### config.mk
export PLATFORM = sky130hd
export DESIGN_NAME = switch_event_debouncer
export DESIGN_NICKNAME = d
export VERILOG_FILES = /design/src/rtl/switch_event_debouncer_pkg.sv /design/src/rtl/switch_event_debouncer_debounce_channel.sv /design/src/rtl/switch_event_debouncer.sv
export SDC_FILE = /design/constraint.sdc
export NUM_CORES = 1
export LEC_CHECK = 0
export ABC_AREA = 0
export CAP_MARGIN = 20
export CORE_MARGIN = 4
export CORE_UTILIZATION = 40
export DETAILED_ROUTE_END_ITERATION = 6
export PLACE_DENSITY = 0.62
export SYNTH_ARGS = -nofsm -noshare
export SYNTH_HDL_FRONTEND = slang
export SYNTH_SLANG_ARGS = --single-unit
### constraint.sdc
create_clock -name i_Clk -period 2 [get_ports i_Clk]
set_input_delay 0.4 -clock i_Clk [delete_from_list [all_inputs] [get_ports i_Clk]]
set_output_delay 0.4 -clock i_Clk [all_outputs]
set_load 0.005 [all_outputs]
### src/rtl/switch_event_debouncer_pkg.sv
// Shared types and default limits for the switch event debouncer.
// The optional SWITCH_LONG_PRESS_EN macro, when defined, enables the long-press hold counter.
package switch_event_debouncer_pkg;

    // Debounce FSM state, one per channel
    typedef enum logic [1:0] {
        StReleased     = 2'b00,
        StCheckPress   = 2'b01,
        StPressed      = 2'b10,
        StCheckRelease = 2'b11
    } sw_state_e;

    localparam int unsigned DefaultNumSw          = 4;
    localparam int unsigned DefaultDebounceLimit  = 250000;   // 10 ms @ 25 MHz
    localparam int unsigned DefaultLongPressLimit = 25000000; // 1 s @ 25 MHz

    // The debounced level is high while a press is accepted and not yet released
    function automatic logic is_active(sw_state_e s);
        return (s == StPressed) || (s == StCheckRelease);
    endfunction

endpackage

### src/rtl/switch_event_debouncer_debounce_channel.sv
// One switch channel: 2-flop synchronizer, debounce FSM with counter, registered level
// and press/release strobes. Long-press hold counter exists only with SWITCH_LONG_PRESS_EN.
module switch_event_debouncer_debounce_channel
    import switch_event_debouncer_pkg::*;
#(
    parameter int unsigned DEBOUNCE_LIMIT   = DefaultDebounceLimit,
    parameter int unsigned LONG_PRESS_LIMIT = DefaultLongPressLimit
) (
    input  logic clk_i,
    input  logic rst_ni,
    input  logic switch_i,
    output logic level_o,
    output logic press_o,
    output logic release_o,
    output logic long_press_o
);

    localparam int unsigned      CntW    = $clog2(DEBOUNCE_LIMIT + 1);
    localparam logic [CntW-1:0]  CntLast = CntW'(DEBOUNCE_LIMIT - 1);

    logic            sync1_q, sync2_q;
    sw_state_e       state_q, state_d;
    logic [CntW-1:0] cnt_q, cnt_d;
    logic            level_q, level_d;
    logic            press_q, release_q;

    // Two-flop synchronizer for the asynchronous switch pin
    always_ff @(posedge clk_i) begin
        if (!rst_ni) begin
            sync1_q <= 1'b0;
            sync2_q <= 1'b0;
        end else begin
            sync1_q <= switch_i;
            sync2_q <= sync1_q;
        end
    end

    // FSM state and debounce counter registers
    always_ff @(posedge clk_i) begin
        if (!rst_ni) begin
            state_q <= StReleased;
            cnt_q   <= '0;
        end else begin
            state_q <= state_d;
            cnt_q   <= cnt_d;
        end
    end

    // Next-state: a change is accepted only after DEBOUNCE_LIMIT agreeing synced samples
    always_comb begin
        state_d = state_q;
        cnt_d   = cnt_q;
        unique case (state_q)
            StReleased: begin
                if (sync2_q) begin
                    state_d = StCheckPress;
                    cnt_d   = CntW'(1);
                end
            end
            StCheckPress: begin
                if (!sync2_q) begin
                    state_d = StReleased;
                    cnt_d   = '0;
                end else if (cnt_q == CntLast) begin
                    state_d = StPressed;
                    cnt_d   = '0;
                end else begin
                    cnt_d = cnt_q + CntW'(1);
                end
            end
            StPressed: begin
                if (!sync2_q) begin
                    state_d = StCheckRelease;
                    cnt_d   = CntW'(1);
                end
            end
            StCheckRelease: begin
                if (sync2_q) begin
                    state_d = StPressed;
                    cnt_d   = '0;
                end else if (cnt_q == CntLast) begin
                    state_d = StReleased;
                    cnt_d   = '0;
                end else begin
                    cnt_d = cnt_q + CntW'(1);
                end
            end
            default: begin
                state_d = StReleased;
                cnt_d   = '0;
            end
        endcase
    end

    // Level follows the accepted state; strobes mark its edges in the same cycle
    always_comb begin
        level_d = is_active(state_q);
    end

    // Output register stage: level and one-cycle edge strobes
    always_ff @(posedge clk_i) begin
        if (!rst_ni) begin
            level_q   <= 1'b0;
            press_q   <= 1'b0;
            release_q <= 1'b0;
        end else begin
            level_q   <= level_d;
            press_q   <= level_d & ~level_q;
            release_q <= ~level_d & level_q;
        end
    end

    assign level_o   = level_q;
    assign press_o   = press_q;
    assign release_o = release_q;

`ifdef SWITCH_LONG_PRESS_EN
    localparam int unsigned       HoldW    = $clog2(LONG_PRESS_LIMIT + 1);
    localparam logic [HoldW-1:0]  HoldLast = HoldW'(LONG_PRESS_LIMIT - 1);
    localparam logic [HoldW-1:0]  HoldMax  = HoldW'(LONG_PRESS_LIMIT);

    logic [HoldW-1:0] hold_q, hold_d;
    logic             long_q, long_d;

    // Hold counter runs while pressed, saturates past the strobe point so each press fires once
    always_comb begin
        hold_d = hold_q;
        long_d = 1'b0;
        if (is_active(state_q)) begin
            if (hold_q != HoldMax) begin
                hold_d = hold_q + HoldW'(1);
            end
            long_d = (hold_q == HoldLast);
        end else begin
            hold_d = '0;
        end
    end

    // Hold counter and long-press strobe registers
    always_ff @(posedge clk_i) begin
        if (!rst_ni) begin
            hold_q <= '0;
            long_q <= 1'b0;
        end else begin
            hold_q <= hold_d;
            long_q <= long_d;
        end
    end

    assign long_press_o = long_q;
`else
    logic unused_long_limit;
    assign unused_long_limit = ^LONG_PRESS_LIMIT;
    assign long_press_o      = 1'b0;
`endif

endmodule

### src/rtl/switch_event_debouncer.sv
// Switch event debouncer top: NUM_SW independent debounce channels producing a clean level,
// press/release strobes and (with SWITCH_LONG_PRESS_EN defined) a long-press strobe per switch.
module switch_event_debouncer
    import switch_event_debouncer_pkg::*;
#(
    parameter int unsigned NUM_SW           = DefaultNumSw,
    parameter int unsigned DEBOUNCE_LIMIT   = DefaultDebounceLimit,
    parameter int unsigned LONG_PRESS_LIMIT = DefaultLongPressLimit
) (
    input  logic              i_Clk,
    input  logic              i_Rst_L,
    input  logic [NUM_SW-1:0] i_Switch,
    output logic [NUM_SW-1:0] o_Level,
    output logic [NUM_SW-1:0] o_Press_Pulse,
    output logic [NUM_SW-1:0] o_Release_Pulse,
    output logic [NUM_SW-1:0] o_Long_Press
);

    logic [NUM_SW-1:0] level;
    logic [NUM_SW-1:0] press;
    logic [NUM_SW-1:0] release_evt;
    logic [NUM_SW-1:0] long_press;

    for (genvar g = 0; g < NUM_SW; g++) begin : g_ch
        switch_event_debouncer_debounce_channel #(
            .DEBOUNCE_LIMIT  (DEBOUNCE_LIMIT),
            .LONG_PRESS_LIMIT(LONG_PRESS_LIMIT)
        ) u_ch (
            .clk_i       (i_Clk),
            .rst_ni      (i_Rst_L),
            .switch_i    (i_Switch[g]),
            .level_o     (level[g]),
            .press_o     (press[g]),
            .release_o   (release_evt[g]),
            .long_press_o(long_press[g])
        );
    end

    assign o_Level         = level;
    assign o_Press_Pulse   = press;
    assign o_Release_Pulse = release_evt;
    assign o_Long_Press    = long_press;

endmodule

* After elaboration in Yosys (flattened, before gate mapping)
Index checks and enable logic that the tools add are counted.
** Cells by class
- Add/subtract/negate cells :: 4
- Multipliers :: 0
- Div/mod/pow operators :: 0
- $lt $le $gt $ge :: 0
- Equal/unequal tests :: 32
- Shift operators :: 0
- Multiplexer cells :: 52
- Bitwise operators :: 16
- Reductions and logical operators :: 16
** Operators with widths (count)
- 18-bit 2-to-1 mux :: 20
- 18-bit one-hot mux with 4 select lines :: 4
- 18-bit by 1-bit adder with 18-bit output (second input constant) :: 4
- 18-bit == test (second input constant) :: 4
- 2-bit 2-to-1 mux :: 24
- 2-bit one-hot mux with 4 select lines :: 4
- 2-bit == test (second input constant) :: 8
- 4-bit AND reduction :: 4
- 3-bit by 1-bit != test with 1-bit output (second input constant) :: 4
- 3-bit != test (second input constant) :: 4
- 1-bit bitwise AND :: 8
- 2-bit by 1-bit == test with 1-bit output (second input constant) :: 4
- 2-bit logical NOT :: 4
- 2-bit by 1-bit != test with 1-bit output (second input constant) :: 4
- 2-bit != test (second input constant) :: 4
- 1-bit NOT :: 8
- 2-bit AND reduction :: 4
- 1-bit logical OR :: 4
** Word-level totals
- Register bits :: 100
- Latch bits :: 0
- Memory bits (writable) :: 0
- Bits in read-only memories :: 0
- Output and inout port bits :: 16
- Logic and storage cells :: 148
- Memories :: 0

* Logic depth before layout (Yosys ltp)
- Depth in word-level cells :: 4
- Depth in mapped cells :: 7
- Gate-level depth less buffers :: 6

* Cells and area by module
A second synthesis with hierarchy kept.
** Unflattened totals
- Cell total of the unflattened synthesis :: 528
- Area total of the unflattened synthesis :: 4859.7 um2
** Modules (own cells, without submodules)
- switch_event_debouncer_debounce_channel :: times used 4, cells an instance 132, area an instance 1214.9 um2, seq. area each 500.5 um2

* Least setup slack after synthesis
No wires, ideal clock.
- Path kind :: register to register
- Start point :: register g_ch[2].u_ch.cnt_q[8]
- End point :: register g_ch[2].u_ch.cnt_q[14]
- Data arrival time :: 1.820 ns
- Data required time :: 1.878 ns
- Path slack :: 0.059 ns
- Stages on the path, launching flop included :: 6
- Path buffers :: 1
- Period minus slack after synthesis :: 1.941 ns
- Cells stage by stage :: dfxtp_1 -> or4b_4 -> nor4_4 -> a211oi_2 -> buf_6 -> a221o_1
** On the way
- Word-level cells in the longest chain between the ends :: 4
- Elaborated cells on any way between the ends :: 6
- Classes of those cells :: add/sub: 1; eq/ne: 1; mux: 4
** RTL lines
- start: declaration :: line switch_event_debouncer_debounce_channel.sv:23 : logic [CntW-1:0] cnt_q, cnt_d;
- start signal: assignment :: line switch_event_debouncer_debounce_channel.sv:45 : cnt_q <= cnt_d;
- 18-bit by 1-bit adder with 18-bit output or 18-bit == test (tied branches)
- 18-bit 2-to-1 mux * :: line switch_event_debouncer_debounce_channel.sv:64, switch_event_debouncer_debounce_channel.sv:81
- 18-bit 2-to-1 mux, on equally long branches :: line switch_event_debouncer_debounce_channel.sv:78, switch_event_debouncer_debounce_channel.sv:61
- 18-bit one-hot mux with 4 select lines * :: line switch_event_debouncer_debounce_channel.sv:53 : unique case (state_q)
Mark *: on every way between the ends. The rest lies on a longest branch, timed or not.
A chain may end at the register's enable or synchronous reset.

* Final worst setup path
- Start point :: register g_ch[2].u_ch.cnt_q[10]
- End point :: register g_ch[2].u_ch.cnt_q[14]
Same word-level chain as after synthesis.

==> flow_summary_export.csv <==
group,metric,value,unit
die,coreArea,0.0115,sq mm
power_and_ir_drop,p_comb_share,4.9,%
cts,clock_sink_count,100,
power_and_ir_drop,cellLeakagePower,2.22,nW
power_and_ir_drop,clkPwrFrac,44.2,%
route,detail-route-antenna-nets,0,
route,wl_per_cell,13.9,um
placement,dp_cells,747,
setup_path,end_kind,"flop",
placement,dp_slack,-0.0942,ns
cts,insertion_delay,0.35,ns
sta,maxSlewHeadroom,63.0,%
die,rows,39,
placement,gp_congestion,0.789,
route,wl,10700,um
cts,cts.htree.levels,3,
yosys,synth_area,0.00475,sq mm
yosys,synth.avg_cell_area,8.35,sq um
die,initial_core_util,41.2,%
setup_path,cpPeakStageDelay,0.56,ns
power_and_ir_drop,p_sw_share,23.0,%
cts,cts-hold-fix-buffers,0,
flow_run,maxCapViolations,0,
yosys,synth_seq_cells,100,
final_layout,fill_cells,1075,
setup_path,crit_slowest_cell,"or4b_4",
power_and_ir_drop,p_int,3.07,mW
yosys,yosys_warnings,0,
status,violations,"setup timing",
sta,drv_slew,0,
global_routing,grt_max_degree,23,
route,vias,4206,
final_layout,seqCellArea,0.00201,sq mm
power_and_ir_drop,peakVddDrop,0.454,mV
global_routing,grt-ovfl-total,0,
cts,clk_pin_slew,0.07,ns
final_layout,multi_input_area,0.00256,sq mm
yosys,synth.area.top_cells,"dfxtp_1, nand2_1, a21oi_1",
global_routing,track_usage,16.3,%
global_routing,antenna_found_initial,0,
power_and_ir_drop,p_seq_share,50.9,%
status,status,"finished with violations",
setup_path,path_cells,"or4b_4 > nor4_4 > a211oi_4 > buf_6 > and3_4 > a221o_1",
sta,worstMarginPinSlew,0.550,ns
final_layout,final_nets,634,
sta,worst_slack,-0.0209,ns
setup_path,path_buf_inv,1,
sta,rsz0062_at_grt,"yes",
setup_path,path_max_fanout,5,
final_layout,diodes,0,
sta,finalSetupViolations,2,
yosys,syn_inst,569,
cts,numCtsBuffers,9,
global_routing,grt_pass1_vias,3910,
cts,root_buffer,"clkbuf_16",
route,first_pass_iters,7,
worst_hold_path,hp-class,"reg2reg",
placement,dpl.hpwl,7490,um
cts,clockBufferDepth,2,
power_and_ir_drop,switchingPower,0.916,mW
die,die-area,0.0137,sq mm
yosys,yosysSeqAreaShare,42.1,%
sta,tns,-0.0317,ns
setup_path,start_kind,"flop",
final_layout,stdcell_count,772,
setup_path,cp_top_family,"simple AND/OR/NAND/NOR gates",
yosys,synth_common_cells,"dfxtp_1, nand2_1, nor2_1",
cts,cts_tree,"done",
die,die_w,117,um
final_layout,syn2layout_area_growth,20.5,%
yosys,synth_top_cell_by_area,"dfxtp_1",
sta,clock_skew,0.00538,ns
sta,min_period_over_period,101,%
setup_path,critPathRequiredTime,2.24,ns
route,avgViaCountPerCell,5.45,
yosys,synth_edf_count,0,
setup_path,worst-setup-path-type,"reg2reg",
sta,fmax,0.495,GHz
final_layout,drive_gt1_share,16.2,%
die,io_pins,22,
yosys,synthArstFlopShare,0,%
sta,min_period,2.02,ns
yosys,synth_most_common_cell,"dfxtp_1",
route,drc_errors,0,
route,drtIter0Drc,322,
setup_path,critPathArrivalTime,2.26,ns
yosys,synth_ff_type,"dfxtp_1",
yosys,synthDistinctLibCells,58,
die,die_height,117,um
power_and_ir_drop,powerDensity,697,mW/mm^2
placement,io_buffers,17,
global_routing,grt_pass1_wl,18100,um
sta,hold_viol_final,0,
yosys,synth_top_area_share,42.1,%
-- stage by stage --
| stage | instance area [sq um] | utilization (%) | power, mW | hold slack, ns |
|---|---|---|---|---|
| final | 5730 | 49.7 | 3.99 | 0.435 |
| after global routing | 5730 | 49.7 | 4.14 | 0.445 |
| after CTS | 5620 | 48.8 | 4.03 | 0.434 |
| after detailed placement | 5290 | 45.9 | 2.26 | 0.418 |
| after global placement | 5290 | 45.9 | 2.26 | 0.420 |
| after floorplan | 4760 | - | 2.19 | 0.412 |
-- flip-flops by register name (all words and copies together) (netlist names), named ones only --
name,cells
g_ch.u_ch.cnt_q,72
g_ch.u_ch.sync2_q,4
g_ch.u_ch.release_o,4
g_ch.u_ch.sync1_q,4
g_ch.u_ch.state_q,4
g_ch.u_ch.level_o,4
g_ch.u_ch.press_o,4
-- cell families after synthesis --
family | synth area share (%)
muxes | 1.48
and+or+nand+nor | 28.5
AOI/OAI and AO/OA | 18.5
adders and majority gates | 1.05
DFF | 42.1
xor gates and xnor gates | 2.77
other | 0.0790
buffers and inverters | 5.45
-- repair_timing --
action	4_1_cts	5_1_grt
resized for setup	2	20
cloned	0	1
endpoints found under the hold margin	0	0
pin swaps	1	11
buffers inserted	2	6
endpoints found under the setup margin	3	11
-- final timing paths --
kind / from / to / slack [ns] / cells past startpoint
max: g_ch[2].u_ch.cnt_q[10]$_SDFFE_PN0P_ / g_ch[2].u_ch.cnt_q[14]$_SDFFE_PN0P_ / -0.02 / 6
min: g_ch[1].u_ch.sync1_q$_SDFF_PN0_ / g_ch[1].u_ch.sync2_q$_SDFF_PN0_ / 0.43 / 1
max reg2reg: g_ch[2].u_ch.cnt_q[10]$_SDFFE_PN0P_ / g_ch[2].u_ch.cnt_q[14]$_SDFFE_PN0P_ / -0.02 / 6
min reg2reg: g_ch[1].u_ch.sync1_q$_SDFF_PN0_ / g_ch[1].u_ch.sync2_q$_SDFF_PN0_ / 0.43 / 1
-- power by group through the flow --
stage | clock network, mW | registers (mW) | logic (mW)
after floorplan | 0 | 2.07 | 0.115
after global placement | 0 | 2.07 | 0.185
after detailed placement | 0 | 2.07 | 0.188
after CTS | 1.81 | 2.03 | 0.190
after global routing | 1.89 | 2.03 | 0.217
final | 1.76 | 2.03 | 0.195
-- placed cells by master (no fill, tap or decap), drive strengths merged, types with 17 or more instances in the layout --
cell type and instances:
nand3 34, o21ai 21, nand2 63, a31oi 28, dfxtp 100, and3 18, inv 18, buf 57
a21oi 39, nor2 49, clkdlybuf4s50 17
-- final cells by class --
class,instances,share of cell area [%]
Inverter,16,1.05
Clock buffer,9,3.93
Sequential cell,100,35.0
Multi-Input combinational cell,422,44.6
Tap cell,143,3.13
Clock inverter,7,1.31
Timing Repair Buffer,75,10.9
-- metal layers --
metal	GRT usage (%)	part of all wire [%]	vias up	routed length, um
met5	0	0	-	0
met4	7.65	2.6	0	274
met3	2.88	3.5	21	375
met2	26.7	46	85	4980
met1	21.0	48	1948	5110
li1	-	-	2152	-
Power figures use the tool's default switching activity.
